**src/rtl/ieee754_to_fixed.sv**
```systemverilog
// ieee754_to_fixed: converts an IEEE754 single-precision operand into a
// sign plus unsigned fixed-point magnitude (DATA_WIDTH integer bits,
// DATA_WIDTH fraction bits). Fraction bits below the LSB are truncated.
// Optional macro IEEE754_TO_FIXED_BARREL_EN: when defined, the alignment
// shift is done in one cycle by a barrel shifter. When undefined, an
// iterative shifter moves one bit per cycle.
module ieee754_to_fixed #(
  parameter int PRECISION  = 32,
  parameter int DATA_WIDTH = 32
) (
  input  logic                  I_Clk,
  input  logic                  I_nReset,
  input  logic [PRECISION-1:0]  I_Op,
  input  logic                  I_Valid,
  output logic                  O_Ready,
  output logic                  O_Valid,
  input  logic                  I_Ready,
  output logic                  O_Sign,
  output logic [DATA_WIDTH-1:0] O_Int,
  output logic [DATA_WIDTH-1:0] O_Fract,
  output logic                  O_Is_Zero,
  output logic                  O_Overflow,
  output logic                  O_Invalid
);

  localparam int W2    = 2 * DATA_WIDTH;
  localparam int MAX_L = DATA_WIDTH - 1;

  typedef enum logic [1:0] {
    ST_IDLE  = 2'd0,
    ST_LOAD  = 2'd1,
    ST_SHIFT = 2'd2,
    ST_DONE  = 2'd3
  } state_t;

  state_t               state_q, state_d;
  logic [PRECISION-1:0] op_q, op_d;
  logic [W2-1:0]        val_q, val_d;
  logic [7:0]           k_q, k_d;
  logic                 left_q, left_d;
  logic                 sign_q, sign_d;
  logic                 zero_q, zero_d;
  logic                 ovf_q, ovf_d;
  logic                 inv_q, inv_d;

  // Decoded fields of the captured operand.
  logic [7:0]    exp_w;
  logic [7:0]    l_amt;
  logic [7:0]    r_amt;
  logic [W2-1:0] sig_pos;

  assign exp_w = op_q[30:23];
  assign l_amt = exp_w - 8'd127;
  assign r_amt = 8'd127 - exp_w;
  // Significand {1, mantissa} with the hidden bit at the integer LSB (bit DATA_WIDTH).
  assign sig_pos = W2'({1'b1, op_q[22:0]}) << (DATA_WIDTH - 23);

  // State and datapath registers; asynchronous reset aborts any operation.
  always_ff @(posedge I_Clk or negedge I_nReset) begin
    if (!I_nReset) begin
      state_q <= ST_IDLE;
      op_q    <= '0;
      val_q   <= '0;
      k_q     <= '0;
      left_q  <= 1'b0;
      sign_q  <= 1'b0;
      zero_q  <= 1'b0;
      ovf_q   <= 1'b0;
      inv_q   <= 1'b0;
    end else begin
      state_q <= state_d;
      op_q    <= op_d;
      val_q   <= val_d;
      k_q     <= k_d;
      left_q  <= left_d;
      sign_q  <= sign_d;
      zero_q  <= zero_d;
      ovf_q   <= ovf_d;
      inv_q   <= inv_d;
    end
  end

  // Next-state and datapath: classify in LOAD, align in LOAD or SHIFT, hold in DONE.
  always_comb begin
    state_d = state_q;
    op_d    = op_q;
    val_d   = val_q;
    k_d     = k_q;
    left_d  = left_q;
    sign_d  = sign_q;
    zero_d  = zero_q;
    ovf_d   = ovf_q;
    inv_d   = inv_q;

    case (state_q)
      ST_IDLE: begin
        if (I_Valid) begin
          op_d    = I_Op;
          state_d = ST_LOAD;
        end
      end

      ST_LOAD: begin
        sign_d  = op_q[31];
        zero_d  = 1'b0;
        ovf_d   = 1'b0;
        inv_d   = 1'b0;
        k_d     = '0;
        left_d  = 1'b0;
        state_d = ST_DONE;
        if (exp_w == 8'd0) begin
          // Zero or denormal: flushed to zero.
          val_d  = '0;
          zero_d = 1'b1;
        end else if (exp_w == 8'd255) begin
          // Inf or NaN.
          val_d = '1;
          inv_d = 1'b1;
        end else if (exp_w >= 8'd127) begin
          if (l_amt > 8'(MAX_L)) begin
            val_d = '1;
            ovf_d = 1'b1;
          end else begin
`ifdef IEEE754_TO_FIXED_BARREL_EN
            val_d = sig_pos << l_amt;
`else
            val_d  = sig_pos;
            k_d    = l_amt;
            left_d = 1'b1;
            if (l_amt != 8'd0) state_d = ST_SHIFT;
`endif
          end
        end else begin
          if (r_amt > 8'(DATA_WIDTH)) begin
            // Magnitude entirely below the fraction LSB.
            val_d  = '0;
            zero_d = 1'b1;
          end else begin
`ifdef IEEE754_TO_FIXED_BARREL_EN
            val_d = sig_pos >> r_amt;
`else
            val_d  = sig_pos;
            k_d    = r_amt;
            left_d = 1'b0;
            state_d = ST_SHIFT;
`endif
          end
        end
      end

      ST_SHIFT: begin
        val_d = left_q ? (val_q << 1) : (val_q >> 1);
        k_d   = k_q - 8'd1;
        if (k_q == 8'd1) state_d = ST_DONE;
      end

      ST_DONE: begin
        if (I_Ready) state_d = ST_IDLE;
      end

      default: state_d = ST_IDLE;
    endcase
  end

  assign O_Ready    = (state_q == ST_IDLE) && I_nReset;
  assign O_Valid    = (state_q == ST_DONE);
  assign O_Sign     = sign_q;
  assign O_Int      = val_q[W2-1:DATA_WIDTH];
  assign O_Fract    = val_q[DATA_WIDTH-1:0];
  assign O_Is_Zero  = zero_q;
  assign O_Overflow = ovf_q;
  assign O_Invalid  = inv_q;

endmodule

```
**config.mk**
```make
export PLATFORM = sky130hd
export DESIGN_NAME = ieee754_to_fixed
export DESIGN_NICKNAME = d
export VERILOG_FILES = /design/src/rtl/ieee754_to_fixed.sv
export SDC_FILE = /design/constraint.sdc
export NUM_CORES = 1
export LEC_CHECK = 0
export CAP_MARGIN = 10
export CORE_ASPECT_RATIO = 0.75
export CORE_UTILIZATION = 45
export CTS_CLUSTER_DIAMETER = 60
export CTS_CLUSTER_SIZE = 10
export DETAILED_ROUTE_END_ITERATION = 10
export MAX_ROUTING_LAYER = met4
export PLACE_DENSITY = 0.82
export SYNTH_ARGS = -nofsm -noshare
export SYNTH_HDL_FRONTEND = slang
export SYNTH_SLANG_ARGS = --single-unit
```
**constraint.sdc**
```tcl
create_clock -name I_Clk -period 4.3 [get_ports I_Clk]
set_input_delay 0.43 -clock I_Clk [delete_from_list [all_inputs] [get_ports I_Clk]]
set_output_delay 0.43 -clock I_Clk [all_outputs]
set_load 0.02 [all_outputs]
```
== Word level (Yosys, flattened, before mapping) ==
Index checks and enable logic that the tools add are counted.

* Word-level logic and storage cells: 67
* Register bits: 111

* $lt $le $gt $ge: 3
* Add/subtract/negate cells: 3
* Reductions and logical operators: 7
* Mux-type cells: 37
* Eq/ne operators: 8

{| class="wikitable"
|+ Operators by type and width
! kind !! number
|-
| $mux 64 || 5
|-
| $pmux 64 s2 || 1
|-
| $mux 8 || 5
|-
| $mux 33 || 1
|-
| $mux 1 || 17
|-
| $pmux 8 s2 || 1
|-
| $mux 2 || 6
|-
| $eq 8x1->1 const B || 1
|-
| $eq 8x8->1 const B || 1
|-
| $ge 8x7->1 const B || 1
|-
| $gt 8x5->1 const B || 1
|-
| $gt 8x6->1 const B || 1
|-
| $logic_not 8->1 || 1
|-
| $pmux 2 s4 || 1
|-
| $reduce_bool 8->1 || 1
|-
| $sub 7x8->8 const A || 1
|-
| $sub 8x1->8 const B || 1
|-
| $sub 8x7->8 const B || 1
|-
| $eq 2x2->1 const B || 2
|-
| $ne 2x2->1 const B || 2
|-
| $reduce_and 3->1 || 1
|-
| $eq 2x1->1 const B || 1
|-
| $logic_not 2->1 || 1
|-
| $ne 2x1->1 const B || 1
|-
| 3 further kinds || 3
|}

== Depth between registers and ports, before layout ==
Gate-level depths: netlist of run 1.

* Depth in word-level cells: 8
* Gate-level depth with buffers: 9
* Mapped depth without buffers: 7

== Least setup slack after synthesis of run 1 ==
Ideal clock, no wire load.

* Path kind: register to register
* From: register op_q[23]
* To: register val_q[33]
* Library setup time: 0.141 ns
* Stages on the path, launching flop included: 9
* Buffers on the path: 2
* Arrival time: 1.803 ns
* Path slack: 2.356 ns
* Clock period less this slack: 1.944 ns
* Cells stage by stage: dfrtp_1 inv_1 ha_1 or4b_4 o41ai_2 or2_1 buf_6 buf_6 a31oi_1

* Cells in the longest elaborated chain, start to end: 7
* Elaborated cells between the ends (all ways): 10
* Those cells by class: 1 x add/sub; 2 x order compare; 1 x eq/ne; 5 x mux; 1 x reduce/logical

{| class="wikitable"
|+ Ends and longest elaborated chain
! element !! RTL line !! RTL
|-
| start: declaration || 37 || <nowiki>logic [PRECISION-1:0] op_q, op_d;</nowiki>
|-
| start signal: assignment || 72 || <nowiki>op_q <= op_d;</nowiki>
|-
| $sub 8x7->8 || 53 || <nowiki>assign l_amt = exp_w - 8'd127;</nowiki>
|-
| $gt 8x5->1 || 120 || <nowiki>if (l_amt > 8'(MAX_L)) begin</nowiki>
|-
| $mux 64 || 120 ||
|-
| $mux 64 || 119 || <nowiki>end else if (exp_w >= 8'd127) begin</nowiki>
|-
| $mux 64 || 115 || <nowiki>end else if (exp_w == 8'd255) begin</nowiki>
|-
| $mux 64 (*) || 111 || <nowiki>if (exp_w == 8'd0) begin</nowiki>
|-
| $pmux 64 s2 (*) || 95 || <nowiki>case (state_q)</nowiki>
|-
| end signal: assignment || 73 || <nowiki>val_q <= val_d;</nowiki>
|-
| end: declaration || 38 || <nowiki>logic [W2-1:0] val_q, val_d;</nowiki>
|}

Mark *: on every way between the ends. The rest lies on a longest branch, timed or not.
A chain may end at the register's enable or synchronous reset.

== Worst setup path after layout of run 1 ==
* From: register op_q[24]
* To: register val_q[50]

The elaborated chain is that of the path after synthesis.

==> flow_metrics.tcl, run 1 <==
set metrics [dict create \
    synth.ff_latch_count 111 \
    rsz0062_at_grt "false" \
    root_buffer "clkbuf_16" \
    drv_cap 0 \
    grt_max_degree 94 \
    yosys_warnings 0 \
    initial_core_util_pct 46.10 \
    die_area_um2 13760 \
    min_path_type "input port to asynchronous set/reset pin" \
    finalHoldWorstSlack_ps 29.60 \
    nets 722 \
    fin_crit_sh_pct 59.53 \
    final_common_cell "dfrtp_1" \
    final.setup.tns_ps 0 \
    cp_data_arrival_time_ps 2820 \
    drc 0 \
    cts_htree_levels 3 \
    fp.coreArea_um2 12970 \
    setup_violations 0 \
    cpPeakStageDelay_ps 480 \
    seq_area_frac_synth_pct 46.44 \
    finalHoldViolCount 0 \
    areaGrowthSynthToFinish_pct 23.70 \
    cts-buffers-inserted 9 \
    clkSinkCount 111 \
    cts_tree "yes" \
    cts_max_path_buffers 2 \
    drt_iter0_markers 318 \
    antenna_found_initial 0 \
    diodes 0 \
    wl_um 13680 \
    place_hpwl_um 8912 \
    die_x_um 135.1 \
    critPathKind "flop to flop" \
    syn_avg_cell_area_um2 9.821 \
    place.gp.congestion 0.8974 \
    io_pins 106 \
    syn_nets 654 \
    vias_per_cell 5.709 \
    path_buf_inv 1 \
    drive_above_1_share_pct 15.54 \
    path_max_fanout 52 \
    finalCriticalPeriod_ps 2560 \
    path_clk_slew_ps 70 \
    first_global_vias 4605 \
    die_h_um 101.8 \
    syn_area_um2 5981 \
    fmax_ghz 0.3907 \
    grt_pass1_wl_um 22750 \
    skew_ps 4.957 \
    worst_path_max_delay_cell "dfrtp_1" \
    cp_cell_sequence "ha_1 > nand4_1 > a211oi_1 > o211ai_1 > or2_2 > buf_12 > a31oi_1" \
    ys_types 46 \
    tightest_slew_ps 1202 \
    std_cell_rows 36 \
    ant_nets 0 \
    async_flop_share_pct 100.0 \
    crit_family "compound AO/OA/AOI/OAI gates" \
    clk_latency_ps 340 \
    cts_setup_buffers 0 \
    final_cell_mix "110 x dfrtp_1, 104 x clkdlybuf4s50_1, 72 x mux2_2" \
    io_buffers 105 \
    holdBufCountCts 0 \
    critPathRequiredTime_ps 4560 \
    drv_slew 0 \
    status "complete, no violations" \
    grtUsageTotal_pct 21.46 \
    synth_edf_count 0 \
    overflow 0 \
    first_pass_iters 5 \
    ctsResizeCount 0 \
    synth_flop_cell "dfrtp_1" \
    vias 4870 \
    end_kind "flop" \
    wl_per_cell_um 16.04 \
    start_kind "flop" \
    synthCells 609 \
    relSlewSlack_pct 19.83 \
    fillers 1073 \
]
synthesized netlist by cell type, types with 7 or more instances:
cell      number  area share [%]
ha_1           9             1.9
nand2_1       51             3.2
o21ai_0       37             3.1
mux2_2        72              14
buf_2          8            0.67
inv_1         16             1.0
mux2i_1       28             4.7
a31oi_1       66             6.9
clkbuf_1      33             2.1
nand3_1        7            0.59
nor2_1        70             4.4
a21oi_1       29             2.4
dfrtp_1      111              46
buf_6          7             1.3
through the flow:
| stage | std cells | instance area, µm² | setup WS [ps] | util [%] |
|---|---|---|---|---|
| final | 853 | 7398 | 1740 | 57.03 |
| after global routing | 853 | 7398 | 1599 | 57.03 |
| after CTS | 852 | 7378 | 1396 | 56.88 |
| after detailed placement | 836 | 7033 | 1442 | 54.21 |
| after global placement | 836 | 7033 | 1580 | 54.21 |
| after floorplan | 609 | 5981 | 2356 | - |
logic make-up (layout without fill, tap and decap cells):
logic type | Yosys count | in the layout | share of synthesized area, %
AO/OA/AOI/OAI | 154 | 154 | 15.48
XOR/XNOR | 3 | 3 | 0.4394
adder cells (fa/ha/maj) | 9 | 9 | 1.883
buffers and inverters | 71 | 144 | 5.523
flip-flops | 111 | 111 | 46.44
multiplexers | 100 | 100 | 18.24
AND/OR/NAND/NOR | 161 | 161 | 11.99
cell type report:
| class | instances | area, µm² | share of cell area, % |
|---|---|---|---|
| inverters | 17 | 63.81 | 0.8625 |
| multi-input cells | 427 | 2888 | 39.03 |
| repair buffers | 111 | 1106 | 14.95 |
| well taps | 171 | 214.0 | 2.892 |
| clock buffers | 9 | 225.2 | 3.044 |
| flip-flops and latches | 111 | 2781 | 37.60 |
| clock inverters | 7 | 120.1 | 1.624 |
flip-flops by register name (all words and copies together) (netlist names):
| name | count |
|---|---|
| left_q | 1 |
| O_Sign | 1 |
| op_q | 32 |
| state_q | 2 |
| O_Is_Zero | 1 |
| O_Invalid | 1 |
| val_q | 64 |
| O_Overflow | 1 |
| k_q | 8 |
final timing paths:
check	startpoint	endpoint	slack, ps	depth (start not counted)
min reg2reg	k_q[6]$_DFFE_PN0P_	k_q[6]$_DFFE_PN0P_	500	2
max reg2reg	op_q[24]$_DFFE_PN0P_	val_q[50]$_DFFE_PN0P_	1740	7
max in group asynchronous	I_nReset	left_q$_DFFE_PN0P_	2810	2
max	op_q[24]$_DFFE_PN0P_	val_q[50]$_DFFE_PN0P_	1740	7
min	I_nReset	op_q[28]$_DFFE_PN0P_	30	1
min in group I_Clk	k_q[6]$_DFFE_PN0P_	k_q[6]$_DFFE_PN0P_	500	2
metal layers:
metal | track usage [%] | wire length [µm] | up-vias
met4 | 7.606 | 205 | 0
met1 | 29.00 | 6389 | 2348
met3 | 4.365 | 957 | 25
met2 | 32.11 | 6128 | 190
li1 | - | - | 2307
met5 | - | 0 | -
Power of run 1 is left out: the tool's default activity adds up to more than one toggle a clock period on the data nets, which glitch-free logic cannot reach.
==> inputs of run 2 (changes only) <==
--- a/config.mk
+++ b/config.mk
@@ -12,7 +12,7 @@
 export CTS_CLUSTER_SIZE = 10
 export DETAILED_ROUTE_END_ITERATION = 10
 export MAX_ROUTING_LAYER = met4
-export PLACE_DENSITY = 0.82
+export PLACE_DENSITY = 0.85
 export SYNTH_ARGS = -nofsm -noshare
 export SYNTH_HDL_FRONTEND = slang
 export SYNTH_SLANG_ARGS = --single-unit
==> constraint.sdc (replaced) <==
create_clock -name I_Clk -period 2.1 [get_ports I_Clk]
set_input_delay 0.21 -clock I_Clk [delete_from_list [all_inputs] [get_ports I_Clk]]
set_output_delay 0.21 -clock I_Clk [all_outputs]
set_load 0.02 [all_outputs]
==> run 2 against run 1 <==
Net effect: the run now ends with hold timing left; routed wire length rose by 7.9%; largest cell class unchanged; highest routed layer unchanged; count of clock-buffer cells in the layout rose by 1; via count grew 2.6%; register-to-register slack lost 1600 ps; core utilization increased by 1.7 points; global-route usage increased by 1.2 points; clock skew about the same; critical path depth stayed put; critical endpoint is now val_q[37]$_DFFE_PN0P_; flip-flop and latch count unchanged; hold slack worse by 65 ps; design area up 3.0%; first-iteration DRC count rose by 6.0%.
==> flow_metrics.tcl, run 2 (synthesis results as in run 1) <==
set metrics [dict create \
    regArea_um2 2781 \
    skew_ps 5.428 \
    final_common_cell "dfrtp_1" \
    end_kind "flop" \
    ant_nets 0 \
    path_max_fanout 26 \
    r2r_slack_ps 100 \
    crit_family "simple AND/OR/NAND/NOR gates" \
    vias 4996 \
    tightest_slew_ps 602.7 \
    relSlewSlack_pct 59.82 \
    cpPeakStageDelay_ps 470 \
    fp.coreArea_um2 12970 \
    grt_max_degree 112 \
    critPathKind "flop to flop" \
    path_buf_inv 2 \
    vias_per_cell 5.697 \
    final.setup.tns_ps 0 \
    place_hpwl_um 9996 \
    cts-buffers-inserted 9 \
    areaGrowthSynthToFinish_pct 27.47 \
    multi_input_area_um2 2915 \
    root_buffer "clkbuf_16" \
    die_h_um 101.8 \
    dp_cells 861 \
    antenna_found_initial 0 \
    holdBufCountCts 0 \
    status "finished, violations left" \
    r2r_start "op_q[23]$_DFFE_PN0P_" \
    critPathRequiredTime_ps 2320 \
    std_cell_rows 36 \
    worst_path_max_delay_cell "or4b_4" \
    reg2reg_to "val_q[37]$_DFFE_PN0P_" \
    die_area_um2 13760 \
    fillers 1063 \
    io_pins 106 \
    grt_use_met1_pct 31.49 \
    worst_slack_ps 97.69 \
    failed_checks "hold timing" \
    die_x_um 135.1 \
    io_buffers 105 \
    cts_tree "yes" \
    clk_latency_ps 350 \
    final_cell_mix "110 x dfrtp_1, 103 x clkdlybuf4s50_1, 72 x mux2_2" \
    drv_slew 0 \
    fin_crit_sh_pct 95.35 \
    clkSinkCount 111 \
    cts_max_path_buffers 2 \
    drt_iter0_markers 337 \
    min_path_type "input port to asynchronous set/reset pin" \
    met2_usage_pct 34.24 \
    layoutNonFillerInstCount 877 \
    diodes 0 \
    finalHoldWorstSlack_ps -35.87 \
    path_clk_slew_ps 70 \
    pre_cts_ws_ps 40.11 \
    fmax_ghz 0.4994 \
    cp_cell_sequence "inv_2 > ha_1 > or4b_4 > o41ai_4 > or2_4 > buf_12 > a31oi_1" \
    start_kind "flop" \
    nets 747 \
    first_pass_iters 5 \
    drive_above_1_share_pct 18.98 \
    worst_r2r_path_depth 7 \
    grtUsageTotal_pct 22.71 \
    place.gp.congestion 0.8712 \
    top_regs "val_q (64), op_q (32), k_q (8)" \
    first_global_vias 4705 \
    rsz0062_at_grt "true" \
    overflow 0 \
    finalHoldViolCount 33 \
    gr-usage-met3_pct 4.365 \
    finalCriticalPeriod_ps 2002 \
    cp_data_arrival_time_ps 2220 \
    initial_core_util_pct 46.10 \
    wl_per_cell_um 16.83 \
    setup_violations 0 \
    largest-register "val_q" \
    drv_cap 0 \
    top_usage_layer "met2" \
    cts_htree_levels 3 \
    wl_um 14760 \
    grt_pass1_wl_um 23770 \
    drc 0 \
    largest_reg_flops 64 \
]
run 2: changes by cell type in the layout (fill, tap and decap cells not counted), sizes merged:
cell,previous run,this run
buf,7,32
clkinv,3,5
dlymetal6s2s,0,1
bufinv,3,0
clkbuf,9,10
inv,17,16
clkdlybuf4s50,104,103
run 2: area by class of cell:
type	instances	share of cell area (%)
inverter	17	0.8370
tap	171	2.806
timing repair buffer	136	18.04
clock inverter	5	0.4595
clock buffer	10	3.135
multi-input combinational	427	38.24
sequential	111	36.48
run 2: how the worst max path moves through the flow:
stage               slack (ps)               endpoint                    from  cells after the start
floorplan                  160  val_q[33]$_DFFE_PN0P_    op_q[23]$_DFFE_PN0P_                      8
global placement           130  val_q[19]$_DFFE_PN0P_    op_q[23]$_DFFE_PN0P_                      7
detailed placement          40  val_q[25]$_DFFE_PN0P_    op_q[23]$_DFFE_PN0P_                      7
CTS                          9                O_Ready  state_q[0]$_DFFE_PN0P_                      4
global route               0.4  val_q[47]$_DFFE_PN0P_    op_q[24]$_DFFE_PN0P_                      7
finish                     100  val_q[37]$_DFFE_PN0P_    op_q[23]$_DFFE_PN0P_                      7
run 2: layer usage:
layer  vias to the layer above  routed length, µm
li1                       2356                  -
met1                      2429               7040
met2                       199               6652
met3                        12                953
met4                         0                116
met5                         -                  0
run 2: repair_timing:
item	in CTS	in global routing
gates resized for setup	1	7
setup buffers	0	1
pin swaps	0	1
setup endpoints to repair	1	61
endpoints found under the hold margin	0	0
run 2: metrics by stage:
step	cell area, µm²	utilization, %	hold WS (ps)
after floorplan	5981	-	-85.59
after global placement	7308	56.34	391.2
after detailed placement	7308	56.34	394.4
after CTS	7585	58.47	19.35
after global routing	7624	58.77	43.38
final	7624	58.77	-35.87
Power of run 2 is left out for the same reason.
